<file path="config.mk">
export PLATFORM = sky130hd
export DESIGN_NAME = arbiter_age
export DESIGN_NICKNAME = d
export VERILOG_FILES = /design/src/rtl/arbiter_age.sv
export SDC_FILE = /design/constraint.sdc
export NUM_CORES = 1
export LEC_CHECK = 0
export ABC_AREA = 1
export CAP_MARGIN = 30
export CORE_UTILIZATION = 24
export DETAILED_ROUTE_END_ITERATION = 10
export PLACE_DENSITY = 0.5
export REMOVE_ABC_BUFFERS = 1
export SYNTH_ARGS = -nofsm -noshare
export SYNTH_HDL_FRONTEND = slang
export SYNTH_SLANG_ARGS = --single-unit
</file>
<file path="constraint.sdc">
create_clock -name clk -period 2.6 [get_ports clk]
set_clock_uncertainty 0.15 [all_clocks]
set_input_delay 0.78 -clock clk [delete_from_list [all_inputs] [get_ports clk]]
set_output_delay 0.78 -clock clk [all_outputs]
set_load 0.02 [all_outputs]
</file>
<file path="src/rtl/arbiter_age.sv">
// arbiter_age: N-input single-grant arbiter that serves requesters oldest-first.
// Requesters that arrive in the same cycle are ordered round-robin from rr_q.
// A per-requester age matrix records arrival order, so requests that queue up
// while the downstream buffer is full are later served in the order they came.
// The grant is combinational: a new request can win in its arrival cycle.
module arbiter_age #(
    parameter int N   = 3,
    parameter int IDW = $clog2(N)
) (
    input  logic           clk,
    input  logic           rst,
    input  logic [N-1:0]   request,
    input  logic           buffer_full_i,
    output logic [N-1:0]   grant,
    output logic           grant_v_o,
    output logic [IDW-1:0] grant_id_o,
    output logic [IDW:0]   pending_o
);

    // Only the lower triangle (i>j) of the age matrix is stored; bit set means i older than j.
    localparam int AW = (N * (N - 1)) / 2;

    logic [N-1:0]   tracked_q, tracked_d;
    logic [AW-1:0]  age_q, age_d;
    logic [IDW-1:0] rr_q, rr_d;

    logic [N-1:0]   trq;         // tracked and still requesting
    logic [N-1:0]   arr;         // requesting for the first time this cycle
    logic [N-1:0]   older [N];   // effective order this cycle: older[i][j] = i beats j
    logic [N-1:0]   win;
    logic           order_ok;

    // Triangle index of the unordered pair {a,b}; always in range for a != b.
    function automatic int tri_idx(input int a, input int b);
        int hi;
        int lo;
        hi = (a > b) ? a : b;
        lo = (a > b) ? b : a;
        return (hi * (hi - 1)) / 2 + lo;
    endfunction

    // Stored relation expanded to the full matrix: the upper half is the complement.
    function automatic logic stored_older(input logic [AW-1:0] a, input int i, input int j);
        return (i > j) ? a[tri_idx(i, j)] : ~a[tri_idx(i, j)];
    endfunction

    // Distance of index i from the round-robin start, scanning upward mod N.
    function automatic int rr_dist(input int i, input int r);
        return (i >= r) ? (i - r) : (i + N - r);
    endfunction

    assign trq = tracked_q & request;
    assign arr = request & ~tracked_q;

    // Build this cycle's total order over all requesters: tracked by age, then arrivals by rr scan.
    always_comb begin
        for (int i = 0; i < N; i++) begin
            older[i] = '0;
            for (int j = 0; j < N; j++) begin
                if (i != j) begin
                    if (trq[i] && trq[j]) begin
                        older[i][j] = stored_older(age_q, i, j);
                    end else if (trq[i] && arr[j]) begin
                        older[i][j] = 1'b1;
                    end else if (arr[i] && arr[j]) begin
                        older[i][j] = rr_dist(i, int'(rr_q)) < rr_dist(j, int'(rr_q));
                    end
                end
            end
        end
    end

    // The winner is the requester older than every other requester.
    always_comb begin
        for (int i = 0; i < N; i++) begin
            win[i] = request[i];
            for (int j = 0; j < N; j++) begin
                if (j != i && request[j] && !older[i][j]) begin
                    win[i] = 1'b0;
                end
            end
        end
    end

    assign grant     = (rst || buffer_full_i) ? '0 : win;
    assign grant_v_o = |grant;

    // Encode the one-hot grant; stays 0 when nothing is granted.
    always_comb begin
        grant_id_o = '0;
        for (int i = 0; i < N; i++) begin
            if (grant[i]) begin
                grant_id_o = IDW'(i);
            end
        end
    end

    // Number of requesters currently holding an age entry.
    always_comb begin
        pending_o = '0;
        for (int i = 0; i < N; i++) begin
            pending_o = pending_o + {{IDW{1'b0}}, tracked_q[i]};
        end
    end

    // A granted requester drops its entry, so if it keeps requesting it re-arrives as youngest.
    assign tracked_d = request & ~grant;

    // Capture the effective order for every pair that stays requesting; others are don't-care.
    always_comb begin
        age_d = age_q;
        for (int i = 1; i < N; i++) begin
            for (int j = 0; j < i; j++) begin
                if (request[i] && request[j]) begin
                    age_d[tri_idx(i, j)] = older[i][j];
                end
            end
        end
    end

    // Tie-break start moves just past the last winner and holds when nothing is granted.
    always_comb begin
        rr_d = rr_q;
        if (grant_v_o) begin
            rr_d = (int'(grant_id_o) == N - 1) ? '0 : grant_id_o + 1'b1;
        end
    end

    // State registers; reset wins over every other update.
    always_ff @(posedge clk) begin
        if (rst) begin
            tracked_q <= '0;
            age_q     <= '0;
            rr_q      <= '0;
        end else begin
            tracked_q <= tracked_d;
            age_q     <= age_d;
            rr_q      <= rr_d;
        end
    end

    // Transitivity of the stored order over tracked entries (antisymmetry is structural).
    always_comb begin
        order_ok = 1'b1;
        for (int i = 0; i < N; i++) begin
            for (int j = 0; j < N; j++) begin
                for (int k = 0; k < N; k++) begin
                    if (i != j && j != k && i != k &&
                        tracked_q[i] && tracked_q[j] && tracked_q[k] &&
                        stored_older(age_q, i, j) && stored_older(age_q, j, k) &&
                        !stored_older(age_q, i, k)) begin
                        order_ok = 1'b0;
                    end
                end
            end
        end
    end

    // Simulation checks of the ordering and grant invariants.
    always_ff @(posedge clk) begin
        if (!rst) begin
            assert (order_ok);
            assert ($onehot0(grant));
            assert ((grant & ~request) == '0);
        end
    end

endmodule
</file>
; ---- Yosys cells after proc, flatten, opt, wreduce, memory -nomap -nowiden
; Cells that the tools add are included.
[totals]
input_bits = 6
elab_cells = 92
ff_bits = 8
out_inout_bits = 9
[classes]
order_cmp = 9
bitwise_logic = 8
addsub = 9
n_reduce_logical = 29
mux = 31
n_eq_ne = 1
[op_table]
columns = cell, n
row1 = $lt A32 B32 Y1, 6
row2 = $mux W32, 3
row3 = $mux W1, 25
row4 = $logic_and A1 B1 Y1, 21
row5 = $and A3 B3 Y3, 3
row6 = $sub A3 B2 Y4 const A, 2
row7 = $logic_not A1 Y1, 6
row8 = $not A3 Y3, 2
row9 = $sub A1 B2 Y3 const A, 2
row10 = $sub A2 B2 Y3 const A, 2
row11 = $ge A1 B2 Y1 const A, 2
row12 = $mux W2, 2
row13 = $add A2 B1 Y3, 1
row14 = $mux W3, 1
row15 = $not A1 Y1, 3
row16 = $reduce_or A3 Y1, 1
row17 = $add A1 B1 Y2, 1
row18 = $add A2 B1 Y2 const B, 1
row19 = $eq A2 B2 Y1 const B, 1
row20 = $ge A2 B2 Y1 const A, 1
row21 = $logic_or A1 B1 Y1, 1

; ---- Logic depth before layout (Yosys ltp)
[logic_depth]
depth_word = 15
depth_mapped = 11
ltp_nobuf = 11

; ---- Worst setup path after synthesis
; OpenSTA, ideal clock, no wires.
[synth_timing]
path_type = input port to output port
from = input port request[0]
to = output port grant_id_o[1]
required_time_ns = 1.670
path_buffers = 1
cell_stages = 7
arrival_ns = 1.562
setup_slack_ns = 0.108
path_cell_list = nand2_1 nor2_1 nand2_1 nand3_1 nand3_4 inv_1 buf_4
[synth_between]
elab_chain_cells = 11
elab_cells_between_ends = 14
classes_between = mux (7) / bitwise (2) / reduce/logical (5)
[synth_rtl]
columns = element, line_no
row1 = start: declaration, 12  ; input logic [N-1:0] request,
row2 = $and A3 B3 Y3, 53  ; assign arr = request & ~tracked_q;
row3 = $logic_and A1 B1 Y1, 65  ; end else if (arr[i] && arr[j]) begin
row4 = $mux W1, 65
row5 = $mux W1, 63  ; end else if (trq[i] && arr[j]) begin
row6 = $mux W1, 61  ; if (trq[i] && trq[j]) begin
row7 = $logic_not A1 Y1, 78  ; if (j != i && request[j] && !older[i][j]) begin
row8 = $logic_and A1 B1 Y1 (*), 78
row9 = $mux W1 (*) (2 in a row), 78
row10 = $mux W3 (*), 85  ; assign grant = (rst || buffer_full_i) ? '0 : win;
row11 = via grant[2], 14  ; output logic [N-1:0] grant,
row12 = $mux W2 (*), 92  ; if (grant[i]) begin
row13 = end: declaration, 16  ; output logic [IDW-1:0] grant_id_o,
; Mark *: on every way through the listed nets, which the timed path passes. The rest lies on a longest branch.

; ---- Worst setup path in the final report
[layout_timing]
from = input port request[0]
to = output port grant_id_o[0]
[layout_between]
elab_chain_cells = 12
elab_cells_between_ends = 25
classes_between = mux (13) / bitwise (2) / reduce/logical (10)
[layout_rtl]
columns = element, line_no
row1 = $and A3 B3 Y3, 53
row2 = $logic_and A1 B1 Y1, 65
row3 = $mux W1, 65
row4 = $mux W1, 63
row5 = $mux W1, 61
row6 = $logic_not A1 Y1, 78
row7 = $logic_and A1 B1 Y1, 78
row8 = $mux W1 (2 in a row), 78
row9 = $mux W3 (*), 85
row10 = $mux W1, 92
row11 = $mux W2 (*), 92
; Every way passes the cells marked *; elsewhere a longest branch is shown, timed or not.

==> results.json <==
{
  "setup_viol": 0,
  "min_from": "age_q[1]",
  "layout.cells.most_common": "sky130_fd_sc_hd__buf_4",
  "post_route_insts_no_fill": 164,
  "crit_required_ns": 1.67,
  "critical_path_class": "in2out",
  "synth_area_leader": "sky130_fd_sc_hd__dfxtp_1",
  "synth_top_cells_by_area": "sky130_fd_sc_hd__dfxtp_1 (27%), sky130_fd_sc_hd__nand2_1 (17%), sky130_fd_sc_hd__inv_1 (11%), sky130_fd_sc_hd__ha_1 (8.3%), sky130_fd_sc_hd__nand3_1 (7.5%)",
  "worst-path-max-fanout": 4,
  "avgViaCountPerCell": 4.23,
  "grt_pass1_wl_mm": 2.59,
  "layout-drive-gt1-share_pct": 58.8,
  "drv_cap": 0,
  "areaGrowthSynthToFinish_pct": 80.7,
  "cts_max_level": 1,
  "min_path_type": "reg2reg",
  "die_area_um2": 2720,
  "clk_pin_slew_ns": 0.05,
  "max-clock-path-buffers": 2,
  "start_util_pct": 26.3,
  "r2r.worst_path.cells": 11,
  "fp-row-count": 17,
  "postSynthRegisterBits": 8,
  "die_h_um": 52.1,
  "post-route-period-util_pct": 97.7,
  "synthesized_area_per_cell_um2": 6.42,
  "synthCells": 94,
  "cp-start-kind": "input pin",
  "post_cts_hold_buffer_count": 0,
  "drc": 0,
  "clock-sinks": 8,
  "wl_per_cell_um": 10.1,
  "min_delay_worst_endpoint": "age_q[1]",
  "via_count_of_the_first_global_routing_pass": 636,
  "maxClockFrequency_mhz": 394,
  "all_layer_gr_usage_pct": 13.6,
  "routed_wire_length_mm": 1.65,
  "num_io_pins": 15,
  "routed-via-count": 693,
  "power_density_nw_per_um2": 318,
  "cts_buffers": 3,
  "yosysSeqAreaShare_pct": 26.6,
  "first_iter_violations": 6,
  "worstPathArrival_ns": 1.61,
  "antenna_found_initial": 0,
  "coreArea_um2": 2300,
  "root_buffer": "sky130_fd_sc_hd__clkbuf_4",
  "detailedRoute.firstPassIterationCount": 3,
  "gp_routability_congestion": 0.832,
  "route.antenna.remaining_nets": 0,
  "r2r_end": "rr_q[1]",
  "slew_violations": 0,
  "worst_setup_path_end_kind": "output pin",
  "p_leak_nw": 0.604,
  "cts_tree": "built",
  "hold_viol": 0,
  "clk_latency_ns": 0.26,
  "synth_top_area_share_pct": 26.6,
  "synth.cell_area_um2": 603,
  "post-dp-hpwl_mm": 1.21,
  "crit_path_time_final_ns": 2.54,
  "max-vdd-ir-drop_v": 0.000148,
  "yosysWarningCount": 0,
  "overflow": 0,
  "finish.net_count": 149,
  "maximum_number_of_pins_on_one_net_before_global_route_repair": 6,
  "quantity_of_i_o_buffers_inserted_on_ports": 13,
  "dp.cells": 155,
  "rrSetupSlack_ns": 0.84,
  "cell_area_after_placement_um2": 918,
  "worst_r2r_src": "rr_q[0]",
  "hold_path_depth": 4,
  "synth.lib_cells_used.distinct": 20,
  "most_frequent_cells_in_the_layout": "sky130_fd_sc_hd__buf_4 (28), sky130_fd_sc_hd__nand2_1 (18), sky130_fd_sc_hd__inv_1 (12)",
  "final_cell_area_um2": 1090,
  "run_status": "finished, final reports clean",
  "chipWidth_um": 52.1,
  "power.total_mw": 0.346,
  "diodes": 0
}
==> per-layer routing <==
layer	GRT usage, %	vias to the layer above	share of wire, %
met5	0	-	0
met4	9.21	0	3.1
met3	2.63	4	3.8
met2	22.4	17	47
met1	15.7	301	46
li1	-	371	-
==> metrics by stage <==
step | hold WS (ns) | setup slack (ns) | utilization [%] | TNS (ns)
after CTS | 0.410 | -0.0248 | 42.2 | -0.0248
after global placement | 0.393 | -0.943 | 40.0 | -5.42
after floorplan | 0.344 | 0.120 | - | 0
final | 0.423 | 0.0609 | 47.4 | 0
after detailed placement | 0.393 | -0.920 | 40.0 | -5.24
after global routing | 0.477 | -0.00136 | 47.4 | -0.00261
==> cells in the mapped netlist, drive strengths merged <==
master and n:
nand2 29, inv 18, nand3 12, nor2 11
dfxtp 8, ha 4, a21oi 2, buf 2
nor3 2, o21ai 2, conb 1, fa 1
nand4 1, or2 1
==> power breakdown <==
group          total [mW]  switching [mW]  internal, mW  leakage, nW
registers           0.135         0.00711         0.128       0.0668
clock network      0.0994          0.0463        0.0531       0.0138
logic               0.112          0.0579        0.0542        0.524
==> cell families (layout without fill, tap and decap cells) <==
| logic type | after synthesis | after routing | synth area share, % |
|---|---|---|---|
| compound gates | 4 | 4 | 3.94 |
| other cells | 1 | 1 | 0.622 |
| simple gates | 56 | 56 | 43.6 |
| flops | 8 | 8 | 26.6 |
| buf+inv | 20 | 62 | 13.7 |
| fa+ha+maj | 5 | 5 | 11.6 |
==> sequential cells by signal, summed over array words and instances, names as in the netlist <==
| name | cells |
|---|---|
| age_q | 3 |
| tracked_q | 3 |
| rr_q | 2 |
==> layout make-up <==
cell class,count,area [um2]
multi-input cells,66,480
flip-flops and latches,8,165
inverters,18,70.1
repair buffers,41,317
clock buffers,3,22.5
well taps,28,35.0
fillers,229,1210
==> worst max-delay path, cell delays in order <==
cell and delay [ns]:
sky130_fd_sc_hd__buf_6 0.09, sky130_fd_sc_hd__nand2_4 0.06, sky130_fd_sc_hd__nor2_1 0.11, sky130_fd_sc_hd__nand2_1 0.10
sky130_fd_sc_hd__nand3_2 0.10, sky130_fd_sc_hd__nand3_4 0.09, sky130_fd_sc_hd__inv_4 0.07, sky130_fd_sc_hd__nand2_2 0.05
sky130_fd_sc_hd__inv_2 0.05, sky130_fd_sc_hd__buf_6 0.10
==> worst max-delay path by stage <==
| stage | startpoint | end | slack [ns] | cells past startpoint |
|---|---|---|---|---|
| 2_1_floorplan | request[1] | grant_id_o[0] | 0.12 | 8 |
| 3_3_place_gp | request[0] | grant_id_o[0] | -0.94 | 10 |
| 3_5_place_dp | request[1] | grant_id_o[0] | -0.92 | 10 |
| 4_1_cts | request[2] | grant_id_o[0] | -0.02 | 11 |
| 5_1_grt | rr_q[1] | grant_id_o[0] | -0.001 | 10 |
| 6_report | request[0] | grant_id_o[0] | 0.06 | 10 |
==> timing repair <==
item,CTS,global route
resized for setup,64,35
pin swaps,9,15
endpoints found under the setup margin,8,6
setup buffers,3,3
Power figures use the tool's default switching activity.
